### src/rtl/vga_timing_gen.sv
// Parametrised raster timing generator: pixel-strobe divider, h/v counters,
// sync/enable decode, line/frame strobes and a completed-frame counter.

module vga_timing_gen_chk #(
  parameter int CLK_DIV  = 4,
  parameter int H_ACTIVE = 640,
  parameter int H_FP     = 16,
  parameter int H_SYNC   = 96,
  parameter int H_BP     = 48,
  parameter int V_ACTIVE = 480,
  parameter int V_FP     = 10,
  parameter int V_SYNC   = 2,
  parameter int V_BP     = 33,
  parameter int X_W      = 10,
  parameter int Y_W      = 10
) ();

  localparam int H_TOTAL = H_ACTIVE + H_FP + H_SYNC + H_BP;
  localparam int V_TOTAL = V_ACTIVE + V_FP + V_SYNC + V_BP;

  if (CLK_DIV < 1) begin : g_bad_div
    $error("vga_timing_gen: CLK_DIV must be >= 1");
  end
  if (H_ACTIVE < 1 || H_FP < 1 || H_SYNC < 1 || H_BP < 1) begin : g_bad_h
    $error("vga_timing_gen: horizontal timing values must be >= 1");
  end
  if (V_ACTIVE < 1 || V_FP < 1 || V_SYNC < 1 || V_BP < 1) begin : g_bad_v
    $error("vga_timing_gen: vertical timing values must be >= 1");
  end
  if (H_TOTAL >= (1 << X_W)) begin : g_bad_xw
    $error("vga_timing_gen: X_W too narrow for H_TOTAL");
  end
  if (V_TOTAL >= (1 << Y_W)) begin : g_bad_yw
    $error("vga_timing_gen: Y_W too narrow for V_TOTAL");
  end

endmodule

module vga_timing_gen #(
  parameter int CLK_DIV  = 4,
  parameter int H_ACTIVE = 640,
  parameter int H_FP     = 16,
  parameter int H_SYNC   = 96,
  parameter int H_BP     = 48,
  parameter int V_ACTIVE = 480,
  parameter int V_FP     = 10,
  parameter int V_SYNC   = 2,
  parameter int V_BP     = 33,
  parameter int HS_POL   = 0,
  parameter int VS_POL   = 0,
  parameter int X_W      = 10,
  parameter int Y_W      = 10,
  parameter int FC_W     = 8
) (
  input  logic            clk_in,
  input  logic            rst_n_in,
  input  logic            en_in,
  output logic            pix_en_out,
  output logic            hs_out,
  output logic            vs_out,
  output logic            de_out,
  output logic [X_W-1:0]  x_out,
  output logic [Y_W-1:0]  y_out,
  output logic            line_start_out,
  output logic            frame_start_out,
  output logic [FC_W-1:0] frame_cnt_out
);

  localparam int H_TOTAL = H_ACTIVE + H_FP + H_SYNC + H_BP;
  localparam int V_TOTAL = V_ACTIVE + V_FP + V_SYNC + V_BP;
  localparam int DIV_W   = (CLK_DIV > 1) ? $clog2(CLK_DIV) : 1;

  localparam logic [DIV_W-1:0] DIV_LAST = DIV_W'(CLK_DIV - 1);
  localparam logic [X_W-1:0]   X_LAST   = X_W'(H_TOTAL - 1);
  localparam logic [X_W-1:0]   X_ACT    = X_W'(H_ACTIVE);
  localparam logic [X_W-1:0]   HS_BEG   = X_W'(H_ACTIVE + H_FP);
  localparam logic [X_W-1:0]   HS_END   = X_W'(H_ACTIVE + H_FP + H_SYNC);
  localparam logic [Y_W-1:0]   Y_LAST   = Y_W'(V_TOTAL - 1);
  localparam logic [Y_W-1:0]   Y_ACT    = Y_W'(V_ACTIVE);
  localparam logic [Y_W-1:0]   VS_BEG   = Y_W'(V_ACTIVE + V_FP);
  localparam logic [Y_W-1:0]   VS_END   = Y_W'(V_ACTIVE + V_FP + V_SYNC);
  localparam logic             HS_ON    = (HS_POL != 0);
  localparam logic             VS_ON    = (VS_POL != 0);

  vga_timing_gen_chk #(
    .CLK_DIV (CLK_DIV),
    .H_ACTIVE(H_ACTIVE),
    .H_FP    (H_FP),
    .H_SYNC  (H_SYNC),
    .H_BP    (H_BP),
    .V_ACTIVE(V_ACTIVE),
    .V_FP    (V_FP),
    .V_SYNC  (V_SYNC),
    .V_BP    (V_BP),
    .X_W     (X_W),
    .Y_W     (Y_W)
  ) u_chk ();

  logic [DIV_W-1:0] div_r;
  logic [DIV_W-1:0] div_nx_s;
  logic             wrap_s;
  logic [X_W-1:0]   x_r;
  logic [X_W-1:0]   x_nx_s;
  logic [Y_W-1:0]   y_r;
  logic [Y_W-1:0]   y_nx_s;
  logic             hs_nx_s;
  logic             vs_nx_s;
  logic             de_nx_s;
  logic             ls_nx_s;
  logic             fs_nx_s;
  logic             pix_en_r;
  logic             hs_r;
  logic             vs_r;
  logic             de_r;
  logic             ls_r;
  logic             fs_r;
  logic             first_seen_r;
  logic [FC_W-1:0]  fc_r;

  // Next divider/position and the decode of that next position, so every
  // registered output lines up with the x/y it is stored alongside.
  always_comb begin
    wrap_s = (div_r == DIV_LAST);
    if (wrap_s) begin
      div_nx_s = {DIV_W{1'b0}};
    end else begin
      div_nx_s = div_r + 1'b1;
    end

    if (x_r == X_LAST) begin
      x_nx_s = {X_W{1'b0}};
      if (y_r == Y_LAST) begin
        y_nx_s = {Y_W{1'b0}};
      end else begin
        y_nx_s = y_r + 1'b1;
      end
    end else begin
      x_nx_s = x_r + 1'b1;
      y_nx_s = y_r;
    end

    if ((x_nx_s >= HS_BEG) && (x_nx_s < HS_END)) begin
      hs_nx_s = HS_ON;
    end else begin
      hs_nx_s = ~HS_ON;
    end
    if ((y_nx_s >= VS_BEG) && (y_nx_s < VS_END)) begin
      vs_nx_s = VS_ON;
    end else begin
      vs_nx_s = ~VS_ON;
    end
    de_nx_s = (x_nx_s < X_ACT) && (y_nx_s < Y_ACT);
    ls_nx_s = (x_nx_s == {X_W{1'b0}});
    fs_nx_s = ls_nx_s && (y_nx_s == {Y_W{1'b0}});
  end

  // Timing state: divider always runs while enabled; position and decoded
  // outputs only move on the divider wrap. The first frame start after reset
  // is not a completed frame, so it only arms the counter.
  always_ff @(posedge clk_in or negedge rst_n_in) begin
    if (!rst_n_in) begin
      div_r        <= {DIV_W{1'b0}};
      x_r          <= X_LAST;
      y_r          <= Y_LAST;
      pix_en_r     <= 1'b0;
      hs_r         <= ~HS_ON;
      vs_r         <= ~VS_ON;
      de_r         <= 1'b0;
      ls_r         <= 1'b0;
      fs_r         <= 1'b0;
      first_seen_r <= 1'b0;
      fc_r         <= {FC_W{1'b0}};
    end else if (!en_in) begin
      pix_en_r <= 1'b0;
      ls_r     <= 1'b0;
      fs_r     <= 1'b0;
    end else begin
      div_r    <= div_nx_s;
      pix_en_r <= wrap_s;
      if (wrap_s) begin
        x_r  <= x_nx_s;
        y_r  <= y_nx_s;
        hs_r <= hs_nx_s;
        vs_r <= vs_nx_s;
        de_r <= de_nx_s;
        ls_r <= ls_nx_s;
        fs_r <= fs_nx_s;
        if (fs_nx_s) begin
          if (first_seen_r) begin
            fc_r <= fc_r + 1'b1;
          end else begin
            first_seen_r <= 1'b1;
          end
        end
      end else begin
        ls_r <= 1'b0;
        fs_r <= 1'b0;
      end
    end
  end

  assign pix_en_out      = pix_en_r;
  assign hs_out          = hs_r;
  assign vs_out          = vs_r;
  assign de_out          = de_r;
  assign x_out           = x_r;
  assign y_out           = y_r;
  assign line_start_out  = ls_r;
  assign frame_start_out = fs_r;
  assign frame_cnt_out   = fc_r;

endmodule

### config.mk
export PLATFORM = sky130hd
export DESIGN_NAME = vga_timing_gen
export DESIGN_NICKNAME = d
export VERILOG_FILES = /design/src/rtl/vga_timing_gen.sv
export SDC_FILE = /design/constraint.sdc
export NUM_CORES = 1
export LEC_CHECK = 0
export BUFFER_PORTS_ARGS = -buffer_cell sky130_fd_sc_hd__buf_4
export CORE_MARGIN = 10
export CORE_UTILIZATION = 35
export CTS_CLUSTER_SIZE = 30
export DETAILED_ROUTE_END_ITERATION = 8
export PLACE_DENSITY_LB_ADDON = 0.25
export SETUP_SLACK_MARGIN = 0.02
export SLEW_MARGIN = 30
export SYNTH_ARGS = -nofsm -noshare
export SYNTH_HDL_FRONTEND = slang
export SYNTH_HIERARCHICAL = 1
export SYNTH_SLANG_ARGS = --single-unit
### constraint.sdc
create_clock -name clk_in -period 5.1 [get_ports clk_in]
set_input_delay 0.255 -clock clk_in [delete_from_list [all_inputs] [get_ports clk_in]]
set_output_delay 0.255 -clock clk_in [all_outputs]
set_load 0.005 [all_outputs]
## Word level (Yosys, flattened, before mapping)

Cells that the tools add are included.

- Register bits after elaboration: 37
- Bits of input ports: 3

- $add $sub $neg: 4
- Order comparisons: 6
- Equal/unequal tests: 3
- Multiplexer cells: 11
- Reductions and logical operators: 9

Operators by type and width:

| kind | count |
|---|---|
| $mux 10 | 3 |
| $add 10x1->10 const B | 2 |
| $eq 10x10->1 const B | 2 |
| $logic_not 10->1 | 2 |
| $lt 10x10->1 const B | 2 |
| $lt 10x9->1 const B | 2 |
| $ge 10x10->1 const B | 1 |
| $ge 10x9->1 const B | 1 |
| $add 8x1->8 const B | 1 |
| $mux 1 | 7 |
| $logic_and 1x1->1 | 4 |
| $reduce_and 4->1 | 1 |
| $reduce_and 3->1 | 1 |
| $add 2x1->2 const B | 1 |
| $eq 2x2->1 const B | 1 |
| $mux 2 | 1 |
| $reduce_and 2->1 | 1 |

## Depth between registers and ports, before layout

- Depth after elaboration: 7
- Depth in mapped cells: 11

## Least setup slack after synthesis

No wires, ideal clock.

- Path kind: register to register
- Start: reg x_r[0] (netlist: x_out[0])
- End: reg fc_r[1] (netlist: frame_cnt_out[1])
- Setup time: 125 ps
- Arrival time: 2541 ps
- Required time: 4975 ps
- Path slack: 2434 ps
- Stages on the path, launching flop included: 12
- Buffers on the path: 3
- Period minus slack after synthesis: 2666 ps
- Cell sequence: dfstp_2 -> ha_1 -> and4_1 -> buf_6 -> and3_4 -> buf_8 -> a21oi_4 -> a2111oi_4 -> nor4bb_1 -> buf_4 -> nand2_4 -> mux2_4

- Longest elaborated chain between the ends: 5

Ends and longest elaborated chain:

| item | line | text |
|---|---|---|
| from (decl) | 102 | `logic [X_W-1:0] x_r;` |
| from (signal assigned) | 181 | `x_r <= x_nx_s;` |
| $add 10x1->10 / $eq 10x10->1 (equally long branches) | 138, 130 |  |
| $mux 10 | 130 | `if (x_r == X_LAST) begin` |
| $logic_not 10->1, on equally long branches | 153, 154 |  |
| $logic_and 1x1->1 (*) | 154 | `fs_nx_s = ls_nx_s && (y_nx_s == {Y_W{1'b0}});` |
| $reduce_and 4->1 (no line) (*) | -- |  |
| to (signal assigned) | 172 | `fc_r <= {FC_W{1'b0}};` |
| to (signal assigned) | 190 | `fc_r <= fc_r + 1'b1;` |
| to (decl) | 118 | `logic [FC_W-1:0] fc_r;` |

Mark *: on every way between the ends. The rest lies on a longest branch, timed or not.
A chain may end at the register's enable or synchronous reset.

## Final worst setup path

Ends and elaborated chain as after synthesis.

==> impl_metrics.csv <==
group,metric,value,unit
cts,clock_latency,300,ps
final_layout,antennaDiodeCount,0,
placement,dp_hpwl,4.05,mm
power_and_ir_drop,ir_drop,0.000166,V
routing,drt_drc_violations_left,0,
placement,place_area,0.00256,sq mm
global_routing,antenna_found_initial,0,
cts,cts_tree,"built",
final_layout,fillers,629,
synth,synth.most_common_cell,"nand2_1",
worst_setup_path,path_max_fanout,12,
run_status,status,"completed",
routing,drt-vias-per-instance,5.40,
routing,firstDrtPassIters,4,
min_path,hp-class,"primary input to flip-flop",
floorplanning,initial_utilization,0.362,
timing,finClkSkew,3.03,ps
routing,drtIter0Drc,205,
synth,syn_inst,242,
synth,synth_area_leader_cell,"dfrtp_1",
global_routing,grt_pass1_vias,1945,
routing,wire_per_inst,16.0,um
timing,hold_viol,0,
floorplanning,die-area,0.0102,sq mm
final_layout,nets,281,
flow_run,maxCapViolations,0,
synth,synth_common_cells,"nand2_1 (36), dfrtp_1 (25), xnor2_1 (18)",
cts,numClockSinks,37,
cts,cts_setup_buffers,0,
timing,fmax,314,MHz
worst_setup_path,critPathCaptureType,"flip-flop",
synth,ys_ff_latch,37,
synth,ys_types,62,
timing,slew_violations,0,
global_routing,grt_overflow,0,
worst_setup_path,slowest_delay,600,ps
timing,period_needed,3190,ps
timing,slew-limit-headroom,0.606,
final_layout,final_core_util,0.427,
synth,syn_area,0.00230,sq mm
cts,cts-root-buf,"clkbuf_8",
floorplanning,coreArea,0.00635,sq mm
final_layout,fin_area,0.00271,sq mm
power_and_ir_drop,power,0.000801,W
synth,synthTopCellsByArea,"dfrtp_1 (27%), dfstp_2 (14%), xnor2_1 (6.9%)",
worst_setup_path,slowest_stage,"dfstp_2",
routing,vias,1889,
final_layout,drive_above_1_share,0.267,
timing,worstMarginPinSlew,584,ps
synth,avgSynthCellArea,9.49,sq um
synth,synth_edf_count,0,
synth,synth_top_area_share,0.272,
cts,cts_buffers,5,
cts,clockBufferDepth,2,
worst_setup_path,path_cells,"ha_1 > and4_1 > and3_4 > o2111ai_1 > a2111oi_4 > nor4bb_1 > buf_4 > nand2_4 > mux2_4",
synth,yosys_warnings,6,
cts,htreeDepth,2,
power_and_ir_drop,power_density,295,mW/mm^2
cts,clkSlewWorstSetupHoldPaths,80,ps
floorplanning,die_w,101,um
floorplanning,fp.dieH,101,um
timing,period_share,0.625,
final_layout,syn2layout_area_growth,18.1,%
power_and_ir_drop,p_leak,1.17,nW
synth,synth_nets,251,
placement,port_buffers,36,
timing,rsz0062_at_grt,"no",
global_routing,grt_util_all_layers,0.116,
floorplanning,ios,37,
cts,cts-resized-gates,0,
floorplanning,rows,29,
worst_setup_path,start_kind,"flip-flop",
worst_setup_path,crit_type,"flip-flop to flip-flop",
global_routing,grt_max_degree,38,
synth,yosysSeqAreaShare,0.410,
synth,synth_flop_cell,"dfrtp_1",
timing,setup_viol,0,
global_routing,grt_first_pass_wirelength,9.71,mm
timing,whs,220,ps
worst_setup_path,critical_path_arrival,3370,ps
routing,postRouteAntennaNets,0,
worst_setup_path,cp.required,5290,ps
synth,async_flop_share,1.00,
timing,setup-tns-final,0,ps
placement,gp_congestion,0.845,
routing,routed_wirelength,5.61,mm
-- flip-flops by register name (all words and copies together), names as in the netlist --
register	flops
de_out	1
div_r	2
first_seen_r	1
frame_cnt_out	8
frame_start_out	1
hs_out	1
line_start_out	1
pix_en_out	1
vs_out	1
x_out	10
y_out	10
-- logic make-up after synthesis --
logic type,count (synthesis),synth area share
flip-flops,37,0.410
multiplexers,4,0.0207
AND/OR/NAND/NOR,106,0.249
XOR/XNOR,20,0.0763
AO/OA/AOI/OAI,46,0.153
adder cells (fa/ha/maj),6,0.0327
buffers and inverters,23,0.0589
-- report_power, final --
part | internal (W) | leakage [nW] | switching [W]
Sequential | 0.000331 | 0.464 | 0.0000371
Clock | 0.000197 | 0.0687 | 0.000118
Combinational | 0.0000546 | 0.635 | 0.0000625
-- critical path: cells and delay by family, from the launching register on --
family	cells	cell delay (ps)
flops	1	600
fa+ha+maj	1	280
simple gates	4	1160
mux	1	290
buf+inv	1	230
compound gates	2	500
-- placed cells by master, fill, tap and decap left out, types with 2 or more instances in the layout --
cell	instances
nor4bb_1	2
a31oi_1	2
xnor2_1	18
nand2_1	36
nand3_1	15
and3_1	5
nand4_1	13
buf_4	37
nor3_1	2
o2111ai_1	3
xor2_1	2
dfstp_2	12
bufinv_16	2
mux2_2	2
o311ai_0	2
ha_1	6
o21ai_0	13
o31ai_1	6
nor2_1	11
inv_1	8
nand3b_1	2
clkbuf_8	5
dfrtp_1	25
a21oi_1	4
or4_1	2
or2_2	2
-- final timing paths --
check                            startpoint                to  slack (ps)  cells after the start
setup reg to reg                   x_out[0]  frame_cnt_out[1]        1910                      9
setup / recovery                   x_out[0]  frame_cnt_out[1]        1910                      9
min in group asynchronous          rst_n_in          x_out[5]         450                      2
hold reg to reg            frame_cnt_out[7]  frame_cnt_out[7]         480                      1
hold / removal                        en_in          div_r[1]         220                      2
max in group asynchronous          rst_n_in          y_out[2]        4290                      2
-- metal layers --
metal  vias up  track usage  wire length (um)
met5         -            0                 0
met4         0       0.0429                77
met3         9       0.0336               378
met2        51        0.179              2540
met1       895        0.148              2610
li1        934            -                 -
-- area by class of cell --
class                           count  area [sq um]  area share
Tap cell                           77          96.3      0.0355
Timing Repair Buffer               38           288       0.106
Inverter                            8          30.0      0.0111
Multi-Input combinational cell    182          1220       0.450
Sequential cell                    37           941       0.347
Clock inverter                      3          68.8      0.0254
Clock buffer                        5          68.8      0.0254
-- metrics by stage --
step / instances / setup slack [ps]
6_report: 350 / 1910
5_1_grt: 350 / 1710
4_1_cts: 350 / 1920
3_5_place_dp: 341 / 1940
3_3_place_gp: 341 / 2030
2_1_floorplan: 242 / 2430
-- what timing repair did --
action / in CTS / in global routing
hold buffers: 1 / 0
endpoints found under the hold margin: 25 / 0
endpoints found under the setup margin: 0 / 0
Note: power is estimated with default switching activity, not from simulation.
